==> src/rtl/gpio_serial_loader.sv <==
// Serial loader for two GPIO pad configuration chains: fetches per-pad words and shifts them out MSB first.
// Optional macro SERIAL_CHAIN_RESET_EN adds serial_resetn and a chain reset phase before the first fetch.
module gpio_serial_loader #(
    parameter int unsigned AREA1PADS  = 19,
    parameter int unsigned TOTAL_PADS = 38,
    parameter int unsigned CFG_BITS   = 13,
    parameter int unsigned CLKDIV     = 4
) (
    input  logic                wb_clk_i,
    input  logic                wb_rst_i,
    input  logic                xfer_start,
    output logic                busy,
    output logic                xfer_done,
    output logic [5:0]          cfg_addr1,
    output logic [5:0]          cfg_addr2,
    input  logic [CFG_BITS-1:0] cfg_data1,
    input  logic [CFG_BITS-1:0] cfg_data2,
    output logic                serial_clock,
    output logic                serial_load,
    output logic                serial_data_1,
    output logic                serial_data_2
`ifdef SERIAL_CHAIN_RESET_EN
    ,
    output logic                serial_resetn
`endif
);

    localparam int unsigned L1 = AREA1PADS;
    localparam int unsigned L2 = TOTAL_PADS - AREA1PADS;
    localparam int unsigned W  = (L1 > L2) ? L1 : L2;
    localparam int unsigned KW = (W > 1) ? $clog2(W) : 1;
    localparam int unsigned BW = $clog2(CFG_BITS + 1);

    typedef enum logic [2:0] {
        StIdle,
        StFetch,
        StShiftLo,
        StShiftHi,
        StLoadGap,
        StLoad,
        StDone
`ifdef SERIAL_CHAIN_RESET_EN
        ,
        StChainRst
`endif
    } state_e;

    state_e                r_state;
    state_e                w_state_next;
    logic [7:0]            r_phase;
    logic [BW-1:0]         r_bit;
    logic [KW-1:0]         r_k;
    logic [CFG_BITS-1:0]   r_sr1;
    logic [CFG_BITS-1:0]   r_sr2;

    logic                  w_ph_end;
    logic                  w_bit_last;
    logic                  w_k_last;
    logic                  w_act1;
    logic                  w_act2;
    logic                  w_phase_clr;
    logic [5:0]            w_addr1;
    logic [5:0]            w_addr2;

    assign w_ph_end   = (32'(r_phase) == CLKDIV - 1);
    assign w_bit_last = (32'(r_bit) == CFG_BITS - 1);
    assign w_k_last   = (32'(r_k) == W - 1);

    // The shorter chain is padded with leading zero words so both chains finish together.
    assign w_act1  = (32'(r_k) + L1 >= W);
    assign w_act2  = (32'(r_k) + L2 >= W);
    assign w_addr1 = 6'(W - 1 - 32'(r_k));
    assign w_addr2 = 6'(TOTAL_PADS - W + 32'(r_k));

    // State register
    always_ff @(posedge wb_clk_i or posedge wb_rst_i) begin
        if (wb_rst_i) begin
            r_state <= StIdle;
        end else begin
            r_state <= w_state_next;
        end
    end

    // Next-state logic
    always_comb begin
        w_state_next = r_state;
        case (r_state)
            StIdle: begin
                if (xfer_start) begin
`ifdef SERIAL_CHAIN_RESET_EN
                    w_state_next = StChainRst;
`else
                    w_state_next = StFetch;
`endif
                end
            end
`ifdef SERIAL_CHAIN_RESET_EN
            StChainRst: begin
                // Two CLKDIV halves keep the 8-bit phase counter from wrapping.
                if (w_ph_end && r_bit[0]) begin
                    w_state_next = StFetch;
                end
            end
`endif
            StFetch: begin
                if (r_phase[0]) begin
                    w_state_next = StShiftLo;
                end
            end
            StShiftLo: begin
                if (w_ph_end) begin
                    w_state_next = StShiftHi;
                end
            end
            StShiftHi: begin
                if (w_ph_end) begin
                    if (!w_bit_last) begin
                        w_state_next = StShiftLo;
                    end else if (w_k_last) begin
                        w_state_next = StLoadGap;
                    end else begin
                        w_state_next = StFetch;
                    end
                end
            end
            StLoadGap: begin
                if (w_ph_end) begin
                    w_state_next = StLoad;
                end
            end
            StLoad: begin
                if (w_ph_end) begin
                    w_state_next = StDone;
                end
            end
            StDone: begin
                w_state_next = StIdle;
            end
            default: begin
                w_state_next = StIdle;
            end
        endcase
    end

`ifdef SERIAL_CHAIN_RESET_EN
    assign w_phase_clr = (r_state == StIdle) || (w_state_next != r_state) ||
                         ((r_state == StChainRst) && w_ph_end);
`else
    assign w_phase_clr = (r_state == StIdle) || (w_state_next != r_state);
`endif

    // Counters and shift registers
    always_ff @(posedge wb_clk_i or posedge wb_rst_i) begin
        if (wb_rst_i) begin
            r_phase <= '0;
            r_bit   <= '0;
            r_k     <= '0;
            r_sr1   <= '0;
            r_sr2   <= '0;
        end else begin
            if (w_phase_clr) begin
                r_phase <= '0;
            end else begin
                r_phase <= r_phase + 8'd1;
            end

            case (r_state)
                StIdle: begin
                    r_bit <= '0;
                    r_k   <= '0;
                end
`ifdef SERIAL_CHAIN_RESET_EN
                StChainRst: begin
                    if (w_ph_end) begin
                        r_bit <= r_bit[0] ? '0 : BW'(1);
                    end
                end
`endif
                StFetch: begin
                    if (r_phase[0]) begin
                        r_sr1 <= w_act1 ? cfg_data1 : '0;
                        r_sr2 <= w_act2 ? cfg_data2 : '0;
                    end
                end
                StShiftHi: begin
                    if (w_ph_end) begin
                        r_sr1 <= r_sr1 << 1;
                        r_sr2 <= r_sr2 << 1;
                        if (w_bit_last) begin
                            r_bit <= '0;
                            if (!w_k_last) begin
                                r_k <= r_k + KW'(1);
                            end
                        end else begin
                            r_bit <= r_bit + BW'(1);
                        end
                    end
                end
                default: begin
                end
            endcase
        end
    end

    // Outputs decode from state only, so an asynchronous reset clears them in the same cycle.
    always_comb begin
        busy          = 1'b0;
        xfer_done     = 1'b0;
        cfg_addr1     = 6'd0;
        cfg_addr2     = 6'd0;
        serial_clock  = 1'b0;
        serial_load   = 1'b0;
        serial_data_1 = 1'b0;
        serial_data_2 = 1'b0;
`ifdef SERIAL_CHAIN_RESET_EN
        serial_resetn = 1'b1;
`endif
        case (r_state)
`ifdef SERIAL_CHAIN_RESET_EN
            StChainRst: begin
                busy          = 1'b1;
                serial_resetn = 1'b0;
            end
`endif
            StFetch: begin
                busy      = 1'b1;
                cfg_addr1 = w_act1 ? w_addr1 : 6'd0;
                cfg_addr2 = w_act2 ? w_addr2 : 6'd0;
            end
            StShiftLo: begin
                busy          = 1'b1;
                serial_data_1 = r_sr1[CFG_BITS-1];
                serial_data_2 = r_sr2[CFG_BITS-1];
            end
            StShiftHi: begin
                busy          = 1'b1;
                serial_clock  = 1'b1;
                serial_data_1 = r_sr1[CFG_BITS-1];
                serial_data_2 = r_sr2[CFG_BITS-1];
            end
            StLoadGap: begin
                busy = 1'b1;
            end
            StLoad: begin
                busy        = 1'b1;
                serial_load = 1'b1;
            end
            StDone: begin
                xfer_done = 1'b1;
            end
            default: begin
            end
        endcase
    end

endmodule

==> config.mk <==
export PLATFORM = sky130hd
export DESIGN_NAME = gpio_serial_loader
export DESIGN_NICKNAME = d
export VERILOG_FILES = /design/src/rtl/gpio_serial_loader.sv
export SDC_FILE = /design/constraint.sdc
export NUM_CORES = 1
export LEC_CHECK = 0
export BUFFER_PORTS_ARGS = -buffer_cell sky130_fd_sc_hd__buf_2
export CORE_MARGIN = 3
export CORE_UTILIZATION = 45
export CTS_CLUSTER_SIZE = 10
export DETAILED_ROUTE_END_ITERATION = 10
export PLACE_DENSITY = 0.68
export SYNTH_ARGS = -nofsm -noshare
export SYNTH_HDL_FRONTEND = slang
export SYNTH_SLANG_ARGS = --single-unit
export TNS_END_PERCENT = 1
==> constraint.sdc <==
create_clock -name wb_clk_i -period 2.2 [get_ports wb_clk_i]
set_input_delay 0.44 -clock wb_clk_i [delete_from_list [all_inputs] [get_ports wb_clk_i]]
set_output_delay 0.44 -clock wb_clk_i [all_outputs]
set_load 0.05 [all_outputs]
# Word level (Yosys, flattened, before mapping)

Cells that the tools add are included.

Reduce and logical (&&, ||, !) cells: 9
Order comparisons: 1
Mux-type cells: 35
Eq/ne operators: 14
$add $sub $neg: 5

Operators by type and width:

| kind                                                                                 | count |
|---|---|
| 13-bit two-way mux                                                                   | 6 |
| 13-bit one-hot mux with 2 select lines                                               | 2 |
| 32-bit by 5-bit greater-or-equal comparator with 1-bit output, second input constant | 1 |
| 3-bit two-way mux                                                                    | 8 |
| 6-bit two-way mux                                                                    | 4 |
| 3-bit one-hot mux with 6 select lines                                                | 1 |
| 5-bit two-way mux                                                                    | 3 |
| 5-bit one-hot mux with 2 select lines                                                | 1 |
| 3-bit == test, second input constant                                                 | 3 |
| 8-bit by 1-bit adder with 8-bit output, second input constant                        | 1 |
| 8-bit by 2-bit == test with 1-bit output, second input constant                      | 1 |
| 4-bit two-way mux                                                                    | 2 |
| 8-bit two-way mux                                                                    | 1 |
| 2-bit != test, second input constant                                                 | 4 |
| 4-bit one-hot mux with 2 select lines                                                | 1 |
| 5-bit by 5-bit adder with 6-bit output, first input constant                         | 1 |
| 3-bit by 2-bit == test with 1-bit output, second input constant                      | 2 |
| 1-bit two-way mux                                                                    | 6 |
| 5-bit by 5-bit subtractor with 6-bit output, first input constant                    | 1 |
| 5-bit by 1-bit adder with 5-bit output, second input constant                        | 1 |
| 5-bit == test, second input constant                                                 | 1 |
| 5-bit OR reduction                                                                   | 1 |
| 4-bit by 1-bit adder with 4-bit output, second input constant                        | 1 |
| 4-bit == test, second input constant                                                 | 1 |
| other kinds (9)                                                                      | 10 |

Output and inout bits: 18
Bits of input ports: 29
Word-level logic and storage cells: 70
Register bits: 46

# Depth between registers and ports, before layout

Depth after elaboration: 8
Mapped depth: 8
Depth with buffers taken out: 6

# Worst setup path after synthesis

No wires, ideal clock.

Path type: reg2out
Start: register r_k[0]
End: output cfg_addr1[2]
Arrival time: 2.079 ns
Setup slack: -0.319 ns
Cell stages (with the launch flop): 7
Data required time: 1.760 ns
Path buffers: 0
Path through: dfrtp_1 > inv_1 > ha_1 > nor4b_1 > nand3_1 > nand4_1 > nor2_1

Word-level cells in the longest chain between the ends: 4
Elaborated cells between the ends (all ways): 5
Those cells by class: add/sub (2); order compare (1); mux (2)

Ends and longest elaborated chain:

| what                                                          | RTL line | RTL |
|---|---|---|
| start, declared                                               | 52       | `logic [KW-1:0] r_k;` |
| start signal, assigned                                        | 192      | `r_k <= r_k + KW'(1);` |
| 5-bit by 5-bit adder with 6-bit output                        | 70       | `assign w_act1 = (32'(r_k) + L1 >= W);` |
| 32-bit by 5-bit greater-or-equal comparator with 1-bit output | 70       |  |
| 6-bit two-way mux (*)                                         | 227      | `cfg_addr1 = w_act1 ? w_addr1 : 6'd0;` |
| 6-bit two-way mux (*)                                         | 218      | `case (r_state)` |
| end, declared                                                 | 14       | `output logic [5:0] cfg_addr1,` |

Every way passes the cells marked *; elsewhere a longest branch is shown, timed or not.

# Worst setup path in the final report

Start: register r_k[0]
End: output cfg_addr2[0]

Word-level cells in the longest chain between the ends: 4

Ends and longest elaborated chain:

| what                                                          | RTL line | RTL |
|---|---|---|
| 5-bit by 5-bit adder with 6-bit output (*)                    | 71, 73   |  |
| 32-bit by 5-bit greater-or-equal comparator with 1-bit output | 71       | `assign w_act2 = (32'(r_k) + L2 >= W);` |
| 6-bit two-way mux (*)                                         | 228      | `cfg_addr2 = w_act2 ? w_addr2 : 6'd0;` |
| 6-bit two-way mux (*)                                         | 218      |  |
| end, declared                                                 | 15       | `output logic [5:0] cfg_addr2,` |

Marks and branches as above.

==> summary.md <==
| Metric | Value |
|---|---|
| Worst R2R Path Depth | `6` |
| R2r endpoint | `r_k[3]` |
| Startpoint Class | `flop` |
| Reg clk slew, reported paths | `80 ps` |
| Die ar. | `0.00702 sq mm` |
| HPWL Detailed | `4600 microns` |
| Max Freq | `0.434 GHz` |
| VDD IR max | `0.000557 V` |
| WL/cell | `15.1 microns` |
| Starting density of the core | `0.480` |
| Boundary Pins | `47` |
| # diodes | `0` |
| Status | `complete, but fails checks` |
| Final worst slack | `-104 ps` |
| Net Count, Synth | `357` |
| DIE HEIGHT | `83.8 microns` |
| Average vias per placed instance | `5.83` |
| Root buffer cell | `clkbuf_8` |
| Crit end category | `output port` |
| Placed cell count | `435` |
| Primary FF master, synth | `dfrtp_1` |
| Layout Cells excl Fill | `444` |
| DR vias | `2589` |
| Mean Syn Cell Area | `8.48 sq um` |
| Pin count of the biggest net entering global routing | `47` |
| Min Tclk post-route | `2300 ps` |
| Placement Setup Slack | `154 ps` |
| Total Wirelength | `6720 microns` |
| Buffers on Ports | `46` |
| Part of the cycle the worst path needs | `1.05` |
| Final Hold Fails | `0` |
| Drc violations | `0` |
| Critical R2R Launch | `r_phase[1]` |
| Area Growth Syn to Fin | `22.7%` |
| Post-Synthesis Cells | `321` |
| Hold buffer count at cts | `0` |
| Commonest non-fill, non-tap cell in the layout | `dfrtp_1` |
| Warnings from Yosys | `0` |
| Fill cell count | `520` |
| Final Wtd Congestion | `0.846` |
| Metal3 WL | `449 microns` |
| Sequential-to-total area share from yosys stat | `0.423` |
| Clock latency at the later pin of the worst-skew pair | `290 ps` |
| Die width | `83.8 microns` |
| Number of CTS-inserted buffers | `5` |
| Mapped cell area | `0.00272 sq mm` |
| Max-cap violations | `0` |
| Final setup vio count | `8` |
| RSZ-0062 raised after global routing | `true` |
| Top sig layer | `met4` |
| Number of global-route vias before repair | `2386` |
| Met2 routed WL | `3160 microns` |
| Failing checks | `negative setup slack` |
| P_leak | `0.00144 uW` |
| HP Class | `in -> async` |
| Post-synthesis register bit count | `46` |
| Antenna violations before repair | `0` |
| FF+latch area | `0.00115 sq mm` |
| Final nets | `408` |
| Max_slew headroom | `0.610` |
| H-tree levels | `2` |
| Share of cells above drive strength 1 | `0.258` |
| Number of synthesized flops with an enable pin | `0` |
| Worst EP required | `1760 ps` |
| Overall routing resource usage | `0.205` |
| Post-route ant nets | `0` |
| Slew Viols, Final | `0` |
| Critical Path Fanout Max | `8` |
| Initial drt markers | `169` |
| FFs w/ async S/R, synth | `1.00` |
| Core ar. | `0.00568 sq mm` |
| R2R Setup Slk | `180 ps` |
| Critical Path AT | `1860 ps` |
| Wl on met1 | `3030 microns` |
| TritonCTS clock tree | `built` |
| Footprint of the multi-input gates | `0.00149 sq mm` |
| Grt ovf | `0` |
| Most frequent cells in the layout | `dfrtp_1, nand2_1, buf_2` |
| Worst Max-Slew Pin Slew | `585 ps` |
| Power Dens Cells | `986 mW/mm^2` |
| Crit path kind | `reg -> out` |
| Clock Skew | `4.88 ps` |
| Std cell rows | `27` |
| Clock Sinks | `46` |
| First-pass DRT Iterations | `4` |
| Yosys cell types | `43` |
| Buffer levels on the longest clock path | `2` |
| First-pass GRT wire length | `11800 microns` |
[how the worst max path moves through the flow]
| stage | from | end |
|---|---|---|
| 6_report | r_k[0] | cfg_addr2[0] |
| 5_1_grt | r_k[1] | cfg_addr1[2] |
| 4_1_cts | r_k[1] | cfg_addr2[0] |
| 3_5_place_dp | r_k[1] | cfg_addr2[4] |
| 3_3_place_gp | r_k[0] | cfg_addr1[3] |
| 2_1_floorplan | r_k[0] | cfg_addr1[2] |
[critical path, cell delays in order, from the launching register on]
cell and delay [ps]:
dfrtp_1 390, inv_2 70, ha_4 180, nor4b_4 210, nand3_1 130, nand4_1 170, buf_6 220, nor2_4 60
buf_6 150
[layer usage]
layer,global-route usage,vias up
met3,0.0355,10
met2,0.309,92
met1,0.302,1222
met5,0,-
li1,-,1265
met4,0.0556,0
[power by group]
group	switching, uW	internal [uW]
clock network	265	219
logic	826	579
registers	256	1150
[repair_timing]
item                       CTS  global route
pin swaps                   10             1
gates resized for setup     34             3
setup endpoints to repair    8             9
buffers inserted             2             0
[cells in the mapped netlist (9+ instances only)]
master | count | area, sq um
o21ai_0 | 10 | 50.1
inv_1 | 11 | 41.3
a21oi_1 | 9 | 45.0
nand4_1 | 27 | 169
nor3_1 | 28 | 140
nand2_1 | 40 | 150
clkbuf_1 | 12 | 45.0
nor2_1 | 21 | 78.8
xor2_1 | 9 | 78.8
nand3_1 | 16 | 80.1
dfrtp_1 | 46 | 1150
a31oi_1 | 26 | 163
[area by class of cell]
| class | count | share of cell area |
|---|---|---|
| Sequential cell | 46 | 0.345 |
| Clock buffer | 7 | 0.0228 |
| Tap cell | 72 | 0.0270 |
| Timing Repair Buffer | 71 | 0.145 |
| Multi-Input combinational cell | 236 | 0.447 |
| Inverter | 12 | 0.0135 |
[kinds of logic after synthesis]
kind of cell | share of synthesized area
AND/OR/NAND/NOR | 0.298
XOR/XNOR | 0.0418
flip-flops | 0.423
adder cells (fa/ha/maj) | 0.0322
AO/OA/AOI/OAI | 0.140
buffers and inverters | 0.0653
[state kept, by name, indices dropped and copies added, names as in the netlist]
register,count
r_sr1,13
r_k,5
r_state,3
r_sr2,13
r_phase,8
r_bit,4
[through the flow]
stage | util | setup TNS [ps] | area [sq um] | hold WS, ps | total power [uW]
final | 0.589 | -767 | 3340 | 277 | 3300
after global routing | 0.589 | -1790 | 3340 | 341 | 3600
after CTS | 0.586 | -286 | 3330 | 298 | 3320
after detailed placement | 0.547 | 0 | 3100 | 523 | 2810
after global placement | 0.547 | 0 | 3100 | 519 | 2780
after floorplan | - | -3180 | 2740 | 485 | 2460
Note: power is estimated with default switching activity, not from simulation.
